[src/rtl/bus_terminate_pkg.sv]
// bus_terminate_pkg: decode encodings, termination codes and FSM states shared by bus_terminate
package bus_terminate_pkg;
  localparam int FUNCTION_SELECTED_MAXPOS = 3;
  localparam int FUNCTION_NORMAL  = 0;
  localparam int FUNCTION_INT_ACK = 1;
  localparam int FUNCTION_FPU     = 2;
  localparam int DEVICE_SELECTED_MAXPOS = 12;
  localparam int DEVICE_NULL       = 0;
  localparam int DEVICE_ROM        = 1;
  localparam int DEVICE_SLOT0      = 2;
  localparam int DEVICE_SLOT1      = 3;
  localparam int DEVICE_SLOT2      = 4;
  localparam int DEVICE_SLOT3      = 5;
  localparam int DEVICE_IDE1       = 6;
  localparam int DEVICE_IDE3       = 7;
  localparam int DEVICE_ETH        = 8;
  localparam int DEVICE_QUART      = 9;
  localparam int DEVICE_REGISTER8  = 10;
  localparam int DEVICE_REGISTER32 = 11;
  localparam int PORT_WIDTH_WIDTH = 2;
  localparam logic [1:0] PORT_WIDTH_BYTE = 2'd0;
  localparam logic [1:0] PORT_WIDTH_WORD = 2'd1;
  localparam logic [1:0] PORT_WIDTH_LONG = 2'd2;
  localparam logic [1:0] PORT_WIDTH_NULL = 2'd3;
  localparam logic [1:0] DSACK_NONE = 2'b00;
  localparam logic [1:0] DSACK_BYTE = 2'b01;
  localparam logic [1:0] DSACK_WORD = 2'b10;
  localparam logic [1:0] DSACK_LONG = 2'b11;
  typedef enum logic [2:0] {
    TERM_STATE_IDLE,
    TERM_STATE_WAIT,
    TERM_STATE_TERM,
    TERM_STATE_ERROR,
    TERM_STATE_FPU_PASS
  } term_state_e;
  function automatic logic [1:0] width_dsack(input logic [PORT_WIDTH_WIDTH-1:0] w);
    return w == PORT_WIDTH_BYTE ? DSACK_BYTE :
           w == PORT_WIDTH_WORD ? DSACK_WORD :
           w == PORT_WIDTH_LONG ? DSACK_LONG : DSACK_NONE;
  endfunction
endpackage

[src/rtl/bus_terminate_bus_timeout.sv]
// bus_timeout: 8-bit saturating cycle counter flagging an unanswered bus cycle
module bus_timeout #(
  parameter int TIMEOUT_CYCLES = 64
) (
  input  logic clock,
  input  logic reset,
  input  logic clear,
  input  logic enable,
  output logic expired
);
  logic [7:0] count;
  always_ff @(posedge clock or posedge reset)
    if (reset) count <= '0;
    else if (clear) count <= '0;
    else if (enable && count != 8'hff) count <= count + 8'd1;
  // count lags the edge being evaluated by one, so the TIMEOUT_CYCLES-th edge sees TIMEOUT_CYCLES-1
  assign expired = count >= 8'(TIMEOUT_CYCLES - 1);
endmodule

[src/rtl/bus_terminate.sv]
// bus_terminate: 68030 cycle termination (dsack/avec/berr) with per-device wait states and bus watchdog
module bus_terminate
  import bus_terminate_pkg::*;
#(
  parameter int ROM_WAITS      = 2,
  parameter int SLOT_WAITS     = 1,
  parameter int QUART_WAITS    = 4,
  parameter int REGISTER_WAITS = 0,
  parameter int AVEC_WAITS     = 1,
  parameter int TIMEOUT_CYCLES = 64
) (
  input  logic                              clock,
  input  logic                              reset,
  input  logic                              as,
  input  logic [FUNCTION_SELECTED_MAXPOS-1:0] function_selected,
  input  logic [DEVICE_SELECTED_MAXPOS-1:0]   device_selected,
  input  logic [PORT_WIDTH_WIDTH-1:0]         port_width,
  input  logic                              ext_ready,
  output logic [1:0]                        dsack,
  output logic                              avec,
  output logic                              berr
);
  // {ready_required, wait_states}
  function automatic logic [8:0] device_timing(input logic [DEVICE_SELECTED_MAXPOS-1:0] dev);
    logic slot;
    slot = |{dev[DEVICE_SLOT0], dev[DEVICE_SLOT1], dev[DEVICE_SLOT2], dev[DEVICE_SLOT3],
             dev[DEVICE_IDE1], dev[DEVICE_IDE3], dev[DEVICE_ETH]};
    return slot ? {1'b1, 8'(SLOT_WAITS)} :
           dev[DEVICE_ROM] ? {1'b0, 8'(ROM_WAITS)} :
           dev[DEVICE_QUART] ? {1'b0, 8'(QUART_WAITS)} :
           (dev[DEVICE_REGISTER8] || dev[DEVICE_REGISTER32]) ? {1'b0, 8'(REGISTER_WAITS)} : 9'd0;
  endfunction
  term_state_e state;
  logic [7:0] wait_count;
  logic [1:0] term_dsack;
  logic       need_ready, is_iack, expired;
  logic [8:0] timing;
  logic       iack, fpu, bad;
  assign timing = device_timing(device_selected);
  assign iack = function_selected[FUNCTION_INT_ACK];
  assign fpu = function_selected[FUNCTION_FPU];
  assign bad = !function_selected[FUNCTION_NORMAL] || device_selected[DEVICE_NULL] ||
               device_selected == '0 || port_width == PORT_WIDTH_NULL;
  bus_timeout #(.TIMEOUT_CYCLES(TIMEOUT_CYCLES)) u_timeout (
    .clock   (clock),
    .reset   (reset),
    .clear   (state == TERM_STATE_IDLE),
    .enable  (state == TERM_STATE_WAIT || state == TERM_STATE_FPU_PASS),
    .expired (expired)
  );
  always_ff @(posedge clock or posedge reset)
    if (reset) begin
      state <= TERM_STATE_IDLE;
      wait_count <= '0;
      term_dsack <= DSACK_NONE;
      need_ready <= 1'b0;
      is_iack <= 1'b0;
      dsack <= DSACK_NONE;
      avec <= 1'b0;
      berr <= 1'b0;
    end else if (state != TERM_STATE_IDLE && !as) begin
      state <= TERM_STATE_IDLE;
      dsack <= DSACK_NONE;
      avec <= 1'b0;
      berr <= 1'b0;
    end else begin
      case (state)
        TERM_STATE_IDLE: if (as) begin
          is_iack <= iack;
          need_ready <= !iack && timing[8];
          term_dsack <= width_dsack(port_width);
          wait_count <= iack ? 8'(AVEC_WAITS) : timing[7:0];
          state <= iack ? TERM_STATE_WAIT : fpu ? TERM_STATE_FPU_PASS :
                   bad ? TERM_STATE_ERROR : TERM_STATE_WAIT;
        end
        // ready qualification is checked before expiry so termination wins a tie
        TERM_STATE_WAIT:
          if (wait_count == 8'd0 && (ext_ready || !need_ready)) begin
            state <= TERM_STATE_TERM;
            dsack <= is_iack ? DSACK_NONE : term_dsack;
            avec <= is_iack;
          end else if (expired) begin
            state <= TERM_STATE_ERROR;
            berr <= 1'b1;
          end else if (wait_count != 8'd0) wait_count <= wait_count - 8'd1;
        TERM_STATE_FPU_PASS: if (expired) begin
          state <= TERM_STATE_ERROR;
          berr <= 1'b1;
        end
        TERM_STATE_ERROR: berr <= 1'b1;
        default: ;
      endcase
    end
endmodule

[config.mk]
export PLATFORM = sky130hd
export DESIGN_NAME = bus_terminate
export DESIGN_NICKNAME = d
export VERILOG_FILES = /design/src/rtl/bus_terminate_pkg.sv /design/src/rtl/bus_terminate_bus_timeout.sv /design/src/rtl/bus_terminate.sv
export SDC_FILE = /design/constraint.sdc
export NUM_CORES = 1
export LEC_CHECK = 0
export BUFFER_PORTS_ARGS = -buffer_cell sky130_fd_sc_hd__buf_2
export CORE_MARGIN = 2
export CORE_UTILIZATION = 41
export CTS_CLUSTER_DIAMETER = 120
export DETAILED_ROUTE_END_ITERATION = 8
export HOLD_SLACK_MARGIN = 0.15
export PLACE_DENSITY = 0.64
export RECOVER_POWER = 25
export SYNTH_ARGS = -nofsm -noshare
export SYNTH_HDL_FRONTEND = slang
export SYNTH_HIERARCHICAL = 1
export SYNTH_SLANG_ARGS = --single-unit
[constraint.sdc]
create_clock -name clock -period 3.1 [get_ports clock]
set_clock_uncertainty 0.1 [all_clocks]
set_input_delay 0 -clock clock [delete_from_list [all_inputs] [get_ports clock]]
set_output_delay 0 -clock clock [all_outputs]
set_load 0.01 [all_outputs]
* Word-level counts from Yosys, hierarchy flattened *
Index checks and enable logic that the tools add are counted.

cells by class
  add/sub/neg operators = 2
  order comparisons = 1
  equal/unequal tests = 13
  muxes and demuxes = 33
  bitwise gates (word level) = 1
  reductions and logical operators = 31

operators with widths
  cell                 number
  $mux 8               7
  $mux 3               8
  $mux 2               8
  $pmux 8 s2           1
  $logic_not 12->1     1
  $mux 9               1
  $pmux 3 s3           1
  $add 8x1->8 const B  1
  $ge 8x6->1 const B   1
  $logic_not 8->1      1
  $ne 8x8->1 const B   1
  $reduce_bool 2->1    4
  $reduce_bool 4->1    2
  $reduce_bool 8->1    1
  $sub 8x1->8 const B  1
  $reduce_or 7->1      1
  $mux 1               6
  $ne 2x2->1 const B   3
  $ne 3x3->1 const B   2
  $reduce_and 2->1     3
  $reduce_and 6->1     1
  $logic_or 1x1->1     5
  $eq 2x2->1 const B   2
  $logic_and 1x1->1    4
  other kinds (12)     15

storage, ports and cells
  register bits = 27
  input port bits = 21
  output and inout port bits = 4
  word-level logic and storage cells = 90

* Depth between registers and ports, before layout *
  depth after elaboration = 10
  gate-level depth with buffers = 8
  depth with buffers taken out = 7

* Hierarchy *
Netlist, hierarchy kept.

by module, submodules not included
  module         instances  cells each  area each (µm²)  seq. area each (µm²)
  bus_terminate  1          137         1167.4           475.5
  bus_timeout    1          51          513.0            200.2

* Worst setup path after synthesis *
Ideal clock, no wire load.

  path type = register to register
  start point = register u_timeout.count[0]
  end point = register wait_count[7]
  library setup time = 77 ps
  arrival time = 2473 ps
  data required time = 2923 ps
  path slack = 450 ps
  stages on the path, launching flop included = 9
  buffers on the path = 1
  clock period less this slack = 2650 ps
  cells stage by stage = dfrtp_1 ha_1 and4_1 buf_4 a211o_1 a211oi_1 nand2_1 or4_1 a21oi_1

between the ends
  cells in the longest elaborated chain, start to end = 3

ends and longest elaborated chain
  what                               line                             source
  start: declaration                 bus_terminate_bus_timeout.sv:11  logic [7:0] count;
  start signal: assignment           bus_terminate_bus_timeout.sv:15  else if (enable && count != 8'hff) count <= count + 8'd1;
  $ge 8x6->1                         bus_terminate_bus_timeout.sv:17  assign expired = count >= 8'(TIMEOUT_CYCLES - 1);
  named net expired                  bus_terminate.sv:36              logic need_ready, is_iack, expired;
  $ne 2x2->1 (no source line)        n/a
  $reduce_and 6->1 (no source line)  n/a
  end signal: assignment             bus_terminate.sv:72              wait_count <= iack ? 8'(AVEC_WAITS) : timing[7:0];
  end signal: assignment             bus_terminate.sv:85              end else if (wait_count != 8'd0) wait_count <= wait_count - 8'd1;
  end: declaration                   bus_terminate.sv:34              logic [7:0] wait_count;

The timed path passes the listed nets, and every way through them passes these cells.
A chain may end at the register's enable or synchronous reset.

* Final worst setup path *
  start point = register u_timeout.count[0]
  end point = register wait_count[6]

The elaborated chain is that of the path after synthesis.

==> metrics.md <==
| Metric | Value |
|---|---|
| Net Switching | `0.000510 W` |
| Detailed Routing Iterations Pass 1 | `4` |
| Post-route minimum period | `2.87 ns` |
| GP Congestion | `0.771` |
| Register-to-Register Setup Slack | `0.23 ns` |
| Starting density of the core | `0.423` |
| Switching share of power | `0.390` |
| Diodes inserted | `0` |
| Clock Latency Late Sink | `0.27 ns` |
| Largest net degree at the start of global routing | `20` |
| Resize count post-CTS | `0` |
| Max Slew Vio Count | `0` |
| Die X | `68.0 µm` |
| Sequential Power Share | `0.426` |
| Initial antenna violation count | `0` |
| Status | `finished, final reports clean` |
| Num CTS Buffers | `3` |
| Required time worst endpoint | `3.21 ns` |
| Synth area leaders | `dfrtp_1, nor2_1, nand2_1` |
| Worst-margin pin slew | `0.730 ns` |
| Max clock buf depth | `2` |
| Htree depth | `1` |
| Crit start category | `flop` |
| Gate power share | `0.417` |
| HPWL after detailed placement | `2540 µm` |
| RSZ-0062 raised after global routing | `false` |
| Yosys reg bits | `27` |
| Via density | `5.40` |
| Core Area | `0.00397 mm²` |
| First-pass GRT wire length | `6350 µm` |
| Hold Path Sink | `wait_count[2]` |
| Post-synth top area share | `0.402` |
| Hold/Removal Path Class | `primary input to flop` |
| Antenna Nets Post-Route | `0` |
| WS Path Type | `flop to flop` |
| I/O Pins | `25` |
| Row count | `23` |
| Setup violators final | `0` |
| Worst r2r src | `u_timeout/count[0]` |
| Global route overflow | `0` |
| Tcrit/Tclk final | `0.927` |
| Post-Place Setup Slack | `0.264 ns` |
| Async set or reset register ratio after synthesis | `1.00` |
| Residual DRC count | `0` |
| P_int | `0.000797 W` |
| CTS Root Cell | `clkbuf_8` |
| Worst-path maximum fanout | `6` |
| Commonest non-fill, non-tap cell in the layout | `dfrtp_1` |
| DR iter-0 viols | `103` |
| CP peak stage delay | `0.54 ns` |
| Aggregate global-route resource usage | `0.176` |
| Most frequent cells in the layout | `dfrtp_1, nor2_1, dlygate4sd3_1, buf_2, nand2_1` |
| Clk network pwr share | `0.157` |
| Die footprint | `0.00463 mm²` |
| Vias | `1502` |
| Max-cap viol count | `0` |
| Area Overhead vs Synth | `22.6%` |
| Synth warn | `6` |
| Top FF cell, synth | `dfrtp_1` |
| Number of global-route vias before repair | `1450` |
| # fillers | `366` |
| Number of synthesized flops with an enable pin | `0` |
| Port Buffers | `24` |
| Fmax | `348 MHz` |
| Hold path cells | `5` |
| Setup Buffers After CTS | `0` |
| Fin. Hold Viols | `0` |
| Leakage power | `0.934 nW` |
| CP Capture Type | `flop` |
| Worst vdd ir | `0.000357 V` |
| Final WL | `3690 µm` |
| Worst reg2reg path endpoint | `wait_count[6]` |
| Hold Startpoint | `device_selected[8]` |
| Cell taking the most area after synthesis | `dfrtp_1` |
| Wire per inst | `13.3 µm` |
| Final Core Density | `0.519` |
| Cell Area, Synth | `0.00168 mm²` |
| Slew HR | `0.513` |
| Die H | `68.0 µm` |
| Layout cell share with drive strength beyond 1 | `0.136` |
| Crit-path cells | `ha_1, and4_1, a211o_1, a211oi_1, nand2_1, or4_1, a21oi_1` |
| CTS tree | `yes` |
| Synth cell types | `49` |
| Critical Path AT | `2.98 ns` |
| Final #Nets | `255` |
| Final worst slack | `0.228 ns` |
| Reg clk slew, reported paths | `0.10 ns` |
| Final hold slack | `0.200 ns` |
| Seq/Total Area, Yosys | `0.402` |
| PwrDens | `634 mW/mm²` |
| CTS Sinks | `27` |
| Mapped Nets | `214` |
| Highest-delay cell along the critical path | `or4_1` |
| Hold-fix buffers, CTS | `19` |
| Cells after synthesis | `188` |
| Setup_tns | `0 ns` |
| Syn Area/Cell | `8.94 µm²` |
| FF-to-FF path depth | `7` |
synthesized netlist by cell type, drive strengths merged, types with 2 or more instances:
| cell type | count |
|---|---|
| a22oi | 2 |
| a22o | 3 |
| nand3 | 5 |
| a211oi | 4 |
| o21ai | 4 |
| inv | 13 |
| dfrtp | 27 |
| nor3b | 4 |
| buf | 5 |
| nand2b | 4 |
| nor2 | 20 |
| nor2b | 5 |
| mux2 | 4 |
| nor4 | 4 |
| a31oi | 4 |
| nor3 | 8 |
| clkbuf | 4 |
| a21oi | 10 |
| o31ai | 4 |
| and3 | 3 |
| or4 | 5 |
| mux2i | 3 |
| a2111oi | 2 |
| and2 | 2 |
| ha | 5 |
| nand2 | 18 |
| nand4 | 3 |
worst max-delay path: cells and delay by family (launching register included):
kind / cells / cell delay [ns]
simple gates: 3 / 1.06
compound gates: 3 / 0.93
flops: 1 / 0.42
fa+ha+maj: 1 / 0.29
power groups by stage:
stage	clock [W]	combinational, W	sequential [W]
2_1_floorplan	0	0.000415	0.000526
3_3_place_gp	0	0.000509	0.000559
3_5_place_dp	0	0.000512	0.000561
4_1_cts	0.000212	0.000545	0.000554
5_1_grt	0.000225	0.000627	0.000575
6_report	0.000205	0.000545	0.000557
registers in the layout, summed over array words and instances (netlist names):
| register | cells |
|---|---|
| avec | 1 |
| berr | 1 |
| wait_count | 8 |
| state | 3 |
| u_timeout/count | 8 |
| need_ready | 1 |
| dsack | 2 |
| is_iack | 1 |
| term_dsack | 2 |
cells by family (layout without fill, tap and decap cells):
| logic type | Yosys count | in the layout | share of synthesized area |
|---|---|---|---|
| DFF | 27 | 27 | 0.402 |
| xor gates and xnor gates | 1 | 1 | 0.00521 |
| buffers and inverters | 22 | 62 | 0.0588 |
| AOI/OAI and AO/OA | 41 | 41 | 0.182 |
| adders and majority gates | 5 | 5 | 0.0372 |
| and+or+nand+nor | 85 | 85 | 0.268 |
| muxes | 7 | 7 | 0.0469 |
worst max path at each step:
| stage | start | end | slack [ns] | cells past startpoint |
|---|---|---|---|---|
| after floorplan | u_timeout/count[0] | wait_count[7] | 0.45 | 8 |
| after global placement | u_timeout/count[0] | wait_count[6] | 0.36 | 7 |
| after detailed placement | u_timeout/count[0] | wait_count[6] | 0.26 | 7 |
| after CTS | u_timeout/count[0] | wait_count[6] | 0.25 | 7 |
| after global routing | u_timeout/count[0] | wait_count[7] | 0.06 | 7 |
| final | u_timeout/count[0] | wait_count[6] | 0.23 | 7 |
metal layers:
metal,vias up,share of wire,global-route usage
li1,756,-,-
met1,704,0.48,0.247
met2,34,0.47,0.283
met3,8,0.031,0.0247
met4,0,0.016,0.0500
met5,-,0,0
cell type report:
class	count	area, µm²	area share
Timing Repair Buffer	45	319	0.155
Tap cell	50	62.6	0.0304
Clock buffer	3	41.3	0.0200
Clock inverter	1	7.51	0.00364
Multi-Input combinational cell	139	906	0.440
Sequential cell	27	676	0.328
Inverter	13	48.8	0.0237
stage by stage:
step / total power, W / instance area (µm²) / std cells
after floorplan: 0.000941 / 1680 / 188
after global placement: 0.00107 / 1830 / 255
after detailed placement: 0.00107 / 1830 / 255
after CTS: 0.00131 / 2070 / 278
after global routing: 0.00143 / 2060 / 278
final: 0.00131 / 2060 / 278
Power figures use the tool's default switching activity.
